## src/rtl/div_pkg.sv

```systemverilog
// Shared types and sizing for the sequential restoring divider.
// Imported by the divider top and its step datapath.
package div_pkg;

  typedef enum logic [1:0] {
    IDLE = 2'd0,
    BUSY = 2'd1,
    DONE = 2'd2
  } state_t;

  localparam int DW_DEF = 8;
  localparam int VW_DEF = 4;
  localparam int CW_DEF = $clog2(DW_DEF);

  // A one-bit dividend still needs a one-bit counter.
  function automatic int cnt_width(input int w);
    return (w > 1) ? $clog2(w) : 1;
  endfunction

endpackage

```

## src/rtl/div_step.sv

```systemverilog
// One combinational restoring step: shift in a dividend bit,
// trial-subtract the divisor, keep the difference if it fits.
module div_step
  import div_pkg::*;
#(
  parameter int VW = VW_DEF
) (
  input  logic [VW-1:0] rem,
  input  logic          dbit,
  input  logic [VW-1:0] divisor,
  output logic [VW-1:0] rem_next,
  output logic          qbit
);

  logic [VW:0] t;
  logic [VW:0] d;

  assign t    = {rem, dbit};
  assign d    = {1'b0, divisor};
  assign qbit = (t >= d);

  // Low VW bits of t-d are exact: the true difference is < divisor.
  assign rem_next = qbit ? (t[VW-1:0] - divisor)
                         : t[VW-1:0];

endmodule

```

## src/rtl/seq_restoring_div.sv

```systemverilog
// Multi-cycle unsigned restoring divider, one quotient bit per
// cycle, with valid/ready handshakes on both sides.
module seq_restoring_div
  import div_pkg::*;
#(
  parameter int DW = DW_DEF,
  parameter int VW = VW_DEF
) (
  input  logic          clk,
  input  logic          rst,
  input  logic          in_valid,
  output logic          in_ready,
  input  logic [DW-1:0] dividend,
  input  logic [VW-1:0] divisor,
  output logic          out_valid,
  input  logic          out_ready,
  output logic [DW-1:0] quotient,
  output logic [VW-1:0] remainder,
  output logic          div_by_zero
);

  localparam int CW = cnt_width(DW);

  state_t        state;
  state_t        state_n;
  logic [CW-1:0] cnt;
  logic [DW-1:0] dvd;
  logic [VW-1:0] dvs;
  logic          dz;
  logic [VW-1:0] rem;
  logic [DW-1:0] quo;

  logic [VW-1:0] rem_n;
  logic          qbit;
  logic [DW:0]   dvd_x;
  logic [DW:0]   quo_x;
  logic          accept;
  logic          last;

  div_step #(
    .VW(VW)
  ) u_step (
    .rem      (rem),
    .dbit     (dvd[DW-1]),
    .divisor  (dvs),
    .rem_next (rem_n),
    .qbit     (qbit)
  );

  assign dvd_x = {dvd, 1'b0};
  assign quo_x = {quo, qbit};

  assign in_ready  = (state == IDLE);
  assign out_valid = (state == DONE);
  assign accept    = in_ready && in_valid;
  assign last      = (state == BUSY) && (cnt == '0);

  always_ff @(posedge clk) begin
    if (rst) state <= IDLE;
    else     state <= state_n;
  end

  always_comb begin
    state_n = state;
    unique case (state)
      IDLE: if (in_valid)  state_n = BUSY;
      BUSY: if (cnt == '0) state_n = DONE;
      DONE: if (out_ready) state_n = IDLE;
      default:             state_n = IDLE;
    endcase
  end

  always_ff @(posedge clk) begin
    if (rst) begin
      cnt         <= '0;
      dvd         <= '0;
      dvs         <= '0;
      dz          <= 1'b0;
      rem         <= '0;
      quo         <= '0;
      quotient    <= '0;
      remainder   <= '0;
      div_by_zero <= 1'b0;
    end else begin
      if (accept) begin
        dvd <= dividend;
        dvs <= divisor;
        dz  <= (divisor == '0);
        rem <= '0;
        quo <= '0;
        cnt <= CW'(DW - 1);
      end
      if (state == BUSY) begin
        rem <= rem_n;
        dvd <= dvd_x[DW-1:0];
        quo <= quo_x[DW-1:0];
        if (cnt != '0) cnt <= cnt - 1'b1;
      end
      // Results only move on the final step, so DONE holds them.
      if (last) begin
        quotient    <= dz ? '1 : quo_x[DW-1:0];
        remainder   <= dz ? '0 : rem_n;
        div_by_zero <= dz;
      end
    end
  end

endmodule

```

## config.mk

```make
export PLATFORM = sky130hd
export DESIGN_NAME = seq_restoring_div
export DESIGN_NICKNAME = d
export VERILOG_FILES = /design/src/rtl/div_pkg.sv /design/src/rtl/div_step.sv /design/src/rtl/seq_restoring_div.sv
export SDC_FILE = /design/constraint.sdc
export NUM_CORES = 1
export LEC_CHECK = 0
export ABC_AREA = 1
export CELL_PAD_IN_SITES_DETAIL_PLACEMENT = 0
export CELL_PAD_IN_SITES_GLOBAL_PLACEMENT = 2
export CORE_MARGIN = 2
export CORE_UTILIZATION = 31
export CTS_CLUSTER_SIZE = 28
export DETAILED_ROUTE_END_ITERATION = 10
export GPL_ROUTABILITY_DRIVEN = 0
export PLACE_DENSITY = 0.81
export SYNTH_ARGS = -nofsm -noshare
export SYNTH_HDL_FRONTEND = slang
export SYNTH_HIERARCHICAL = 1
export SYNTH_SLANG_ARGS = --single-unit
```

## constraint.sdc

```tcl
create_clock -name clk -period 2.4 [get_ports clk]
set_clock_uncertainty 0.1 [all_clocks]
set_input_delay 0.48 -clock clk [delete_from_list [all_inputs] [get_ports clk]]
set_output_delay 0.48 -clock clk [all_outputs]
set_load 0.01 [all_outputs]
```

# ---- Word-level counts from Yosys, hierarchy flattened
# Cells that the tools add are included.
dict set report word_totals {
  ff_bits 42
  inputBits 16
  output_inout_bits 15
  wordCells 44
}
dict set report classes {
  n_addsub 2
  order_cmp 1
  n_eq_ne 5
  muxes 16
  n_reduce_logical 9
}
# operator count
set ops {}
lappend ops {{8-bit two-way mux} 3}
lappend ops {{4-bit two-way mux} 4}
lappend ops {{7-bit two-way mux} 2}
lappend ops {{3-bit two-way mux} 3}
lappend ops {{2-bit two-way mux} 3}
lappend ops {{2-bit one-hot mux with 3 select lines} 1}
lappend ops {{5-bit by 4-bit >= comparator with 1-bit output} 1}
lappend ops {{4-bit logical NOT} 1}
lappend ops {{2-bit != test, second input constant} 2}
lappend ops {{4-bit subtractor} 1}
lappend ops {{3-bit logical NOT} 1}
lappend ops {{3-bit AND reduction} 1}
lappend ops {{3-bit nonzero test} 1}
lappend ops {{3-bit by 1-bit subtractor with 3-bit output, second input constant} 1}
lappend ops {{2-bit by 1-bit equality test with 1-bit output, second input constant} 1}
lappend ops {{2-bit equality test, second input constant} 1}
lappend ops {{1-bit logical AND} 2}
lappend ops {{2-bit logical NOT} 1}
lappend ops {{2-bit by 1-bit != test with 1-bit output, second input constant} 1}
lappend ops {{2-bit nonzero test} 1}
lappend ops {{2-bit OR reduction} 1}

# ---- Longest topological paths before layout
# Gate-level depths: netlist of run 1.
dict set report depth {
  word_depth 5
  mapped_depth 13
  ltp_nobuf 13
}

# ---- Modules after synthesis
# The synthesis of run 1 kept the hierarchy.
# mod n_inst cells_per_inst area_per_inst_um2 seq_area_each_um2
set modules_own_cells {}
lappend modules_own_cells {seq_restoring_div 1 246 1735.4 840.8}
lappend modules_own_cells {div_step 1 39 254.0 0.0}

# ---- Worst setup path after synthesis of run 1
# No wires, ideal clock.
dict set report synth_path {
  kind {reg2reg}
  startpoint {reg dvs[2]}
  endpoint {reg remainder[3]}
  setup_ns 0.070
  arrival_time_ns 1.447
  t_required_ns 2.230
  setup_slack_ns 0.782
  path_stages_with_launch 12
  n_path_buf 0
  synth_period_minus_slack_ns 1.618
  path_cell_list {dfxtp_1 inv_1 ha_1 a21oi_2 nand2_1 nand2_4 nand2_1 nor2_1 inv_1 nor2_1 nand2_1 a21oi_1}
}
dict set report synth_via {
  elab_chain_cells 3
  elab_cells_between_ends 4
  cone_classes {add/sub (1); order compare (1); mux (2)}
}
# element line
set synth_lines {}
lappend synth_lines {{from (decl)} seq_restoring_div.sv:28} ;# logic [VW-1:0] dvs;
lappend synth_lines {{from (signal assigned)} seq_restoring_div.sv:87} ;# dvs <= divisor;
lappend synth_lines {{4-bit subtractor / 5-bit by 4-bit >= comparator with 1-bit output (equally long branches)} {div_step.sv:23, div_step.sv:20}}
lappend synth_lines {{4-bit two-way mux *} div_step.sv:23} ;# assign rem_next = qbit ? (t[VW-1:0] - divisor)
lappend synth_lines {{named net rem_n[3]} seq_restoring_div.sv:33} ;# logic [VW-1:0] rem_n;
lappend synth_lines {{4-bit two-way mux *} seq_restoring_div.sv:102} ;# remainder <= dz ? '0 : rem_n;
lappend synth_lines {{to (signal assigned)} seq_restoring_div.sv:102}
lappend synth_lines {{to (decl)} seq_restoring_div.sv:18} ;# output logic [VW-1:0] remainder,
# Mark *: on every way through the listed nets, which the timed path passes. The rest lies on a longest branch.
# A chain may end at the register's enable or synchronous reset.

# ---- Worst setup path after layout of run 1
dict set report layout_path {
  startpoint {reg state[1]}
  endpoint {out in_ready}
}
dict set report layout_via {
  elab_chain_cells 1
}
# element line
set layout_lines {}
lappend layout_lines {{from (decl)} seq_restoring_div.sv:24} ;# state_t state;
lappend layout_lines {{from (signal assigned)} seq_restoring_div.sv:60} ;# else state <= state_n;
lappend layout_lines {{2-bit logical NOT} seq_restoring_div.sv:53} ;# assign in_ready = (state == IDLE);
lappend layout_lines {{to (decl)} seq_restoring_div.sv:12} ;# output logic in_ready,
# Every way passes these cells.

==> results of run 1 <==
-- metal layers --
metal / share of wire [%] / up-vias / global-route usage (%)
li1: - / 943 / -
met1: 50 / 817 / 18.5
met2: 46 / 20 / 24.1
met3: 2.5 / 5 / 3.26
met4: 1.2 / 0 / 3.96
met5: 0 / - / 0
-- cells by family after synthesis --
logic type,count (synthesis),synth area share [%]
flip-flops,42,42.3
adder cells (fa/ha/maj),7,4.78
AO/OA/AOI/OAI,36,9.43
AND/OR/NAND/NOR,159,34.1
buffers and inverters,40,8.99
XOR/XNOR,1,0.440
-- worst reg2reg max path, delay by kind of cell, from the launching register on --
family | cells | cell delay, ns
simple gates | 7 | 0.71
buf+inv | 2 | 0.12
flops | 1 | 0.41
compound gates | 1 | 0.13
fa+ha+maj | 1 | 0.30
-- layout make-up --
class	instances	area, µm²	share of cell area, %
Clock buffer	7	86.3	3.54
Timing Repair Buffer	33	323	13.2
Multi-Input combinational cell	203	970	39.7
Clock inverter	1	8.76	0.359
Tap cell	77	96.3	3.95
Inverter	31	116	4.77
Sequential cell	42	841	34.4
-- synth_stat cells --
cell type  number
nor2_1         57
nand2_2         3
o21ai_0        13
o21ai_2         1
inv_2           2
fa_1            1
clkbuf_1        2
nand2_1        76
a21oi_2         1
ha_1            6
nor2_2          1
nor2_4          4
dfxtp_1        42
nand2_4         2
inv_1          29
nand3_1        14
or2_4           1
buf_6           3
a21oi_1        21
nand3b_1        1
buf_4           1
buf_2           2
xnor2_1         1
buf_1           1
-- where the power goes --
group	switching (mW)	total (mW)	internal [mW]
sequential	0.0326	0.782	0.749
clock	0.251	0.489	0.238
combinational	0.275	0.458	0.183
-- state kept, by name, indices dropped and copies added (netlist names) --
name,count
quotient,8
dz,1
quo,7
dvd,8
div_by_zero,1
remainder,4
cnt,3
rem,4
state,2
dvs,4
-- per-stage QoR --
stage	util [%]	worst slack, ns	cells	cell area [µm²]
after CTS	38.9	0.194	394	2440
after global routing	38.9	0.117	394	2440
after detailed placement	37.4	0.394	386	2350
final	38.9	0.208	394	2440
after floorplan	-	0.782	285	1990
after global placement	37.4	0.450	386	2350
-- layout by cell type (no fill, tap or decap) --
master,Yosys,routed
inv_1,29,29
or2_4,1,1
nand2_1,76,76
nand3b_1,1,1
o21ai_0,13,13
a21oi_1,21,21
clkbuf_1,2,1
nor2_1,57,57
o21ai_2,1,1
nor2_4,4,4
xnor2_1,1,1
ha_1,6,6
inv_2,2,2
nand3_1,14,14
nand2_4,2,2
a21oi_2,1,1
dfxtp_1,42,42
nand2_2,3,3
inv_6,0,1
buf_4,1,3
nor2_2,1,1
fa_1,1,1
clkbuf_8,0,6
clkdlybuf4s50_1,0,30
-- worst max path at each step --
stage,to,slack (ns),cells past startpoint
6_report,in_ready,0.21,2
2_1_floorplan,remainder[3]$_SDFFE_PP0P_,0.78,11
3_3_place_gp,dz$_SDFFE_PP0P_,0.45,5
5_1_grt,in_ready,0.12,2
3_5_place_dp,dz$_SDFFE_PP0P_,0.39,5
4_1_cts,in_ready,0.19,2
==> impl_metrics.json, run 1 <==
{
  "track_usage_pct": 14.3,
  "core_area_um2": 6280,
  "period_share_pct": 91.3,
  "dr_total_vias": 1785,
  "powerDensity_nw_per_um2": 708,
  "cp.required_ns": 1.82,
  "rsz0062_at_grt": "false",
  "cp-startpoint": "state[1]$_SDFFE_PP0P_",
  "whs_path_depth": 2,
  "crit_type": "reg -> out",
  "clock_sinks": 42,
  "cts_tree": "yes",
  "crit_family": "buffers and inverters",
  "ant_nets": 0,
  "min_to": "remainder[1]$_SDFFE_PP0P_",
  "hold_slack_ns": 0.367,
  "hold_violations": 0,
  "clk_latency_ns": 0.29,
  "clk_path_buf_depth": 2,
  "cap_violations": 0,
  "drive_gt1_share_pct": 7.89,
  "synth_cell_type_count": 24,
  "min_period_ns": 2.19,
  "grt-ovfl-total": 0,
  "max_freq_ghz": 0.456,
  "fin_total_pwr_mw": 1.73,
  "timing.rr.end": "remainder[3]$_SDFFE_PP0P_",
  "post_drt_wl_per_cell_um": 11.6,
  "ctsResizeCount": 0,
  "vias_per_cell": 4.53,
  "hp-start": "remainder[1]$_SDFFE_PP0P_",
  "ctsHtreeMaxLevel": 2,
  "postSynthCellCount": 285,
  "synth_top_area_cell": "dfxtp_1",
  "fin_tns_setup_ns": 0,
  "p_leak_nw": 1.10,
  "numCtsBuffers": 5,
  "crit_chain": "nor2_2 -> clkdlybuf4s50_1",
  "synth-seq-cells": 42,
  "grt_pass1_wl_um": 8200,
  "io_buffer_count": 30,
  "fill_cells": 699,
  "routed_wl_um": 4570,
  "hold_buffers": 0,
  "status": "completed",
  "cts-root-buf": "clkbuf_8",
  "peakVddDrop_v": 0.000236,
  "reg2reg_depth": 11,
  "die_area_um2": 7070,
  "max-slew-margin-rel_pct": 69.1,
  "diodes": 0,
  "syn2layout_area_growth_pct": 22.7,
  "critPathCaptureType": "output port",
  "die-height_um": 84.1,
  "drt-initial-drc-count": 64,
  "worst_setup_path_start_kind": "register",
  "seq_area_frac_synth_pct": 42.3,
  "nets": 339,
  "rr_startpoint": "dvs[1]$_SDFFE_PP0P_",
  "syn_area_um2": 1990,
  "yosys.area.top_type_share_pct": 42.3,
  "yosys_warnings": 6,
  "grt_pass1_vias": 1716,
  "cts_setup_buffers": 0,
  "initial_core_util_pct": 31.7,
  "drc": 0,
  "grt_max_degree": 27,
  "r2r_slack_ns": 0.57,
  "arrival_ns": 1.61,
  "setup_viol": 0,
  "drv_slew": 0,
  "min_path_type": "reg -> reg",
  "first_pass_iters": 4,
  "syn_nets": 308,
  "clk_pin_slew_ns": 0.09,
  "row_count": 29,
  "cp_max_fo": 9,
  "antenna_found_initial": 0,
  "worst_pin_slew_ns": 0.463,
  "path_buf_inv": 1,
  "slowest_stage": "clkdlybuf4s50_1",
  "ios": 31,
  "dpl.hpwl_um": 3300,
  "dieWidth_um": 84.1,
  "cpPeakStageDelay_ns": 0.62,
  "synth_area_per_cell_um2": 6.98,
  "yosys-top-cells-area": "dfxtp_1, nand2_1, nor2_1"
}
Power figures use the tool's default switching activity.
==> run 2: changes to the inputs <==
- CAP_MARGIN: not set -> 20
==> results of run 2 <==
The final DEF is identical to that of run 1; final timing and power are the same.
==> run 3: changes to the inputs <==
- SKIP_CTS_REPAIR_TIMING: not set -> 1
==> results of run 3 <==
The final DEF is identical to that of run 1; final timing and power are the same.
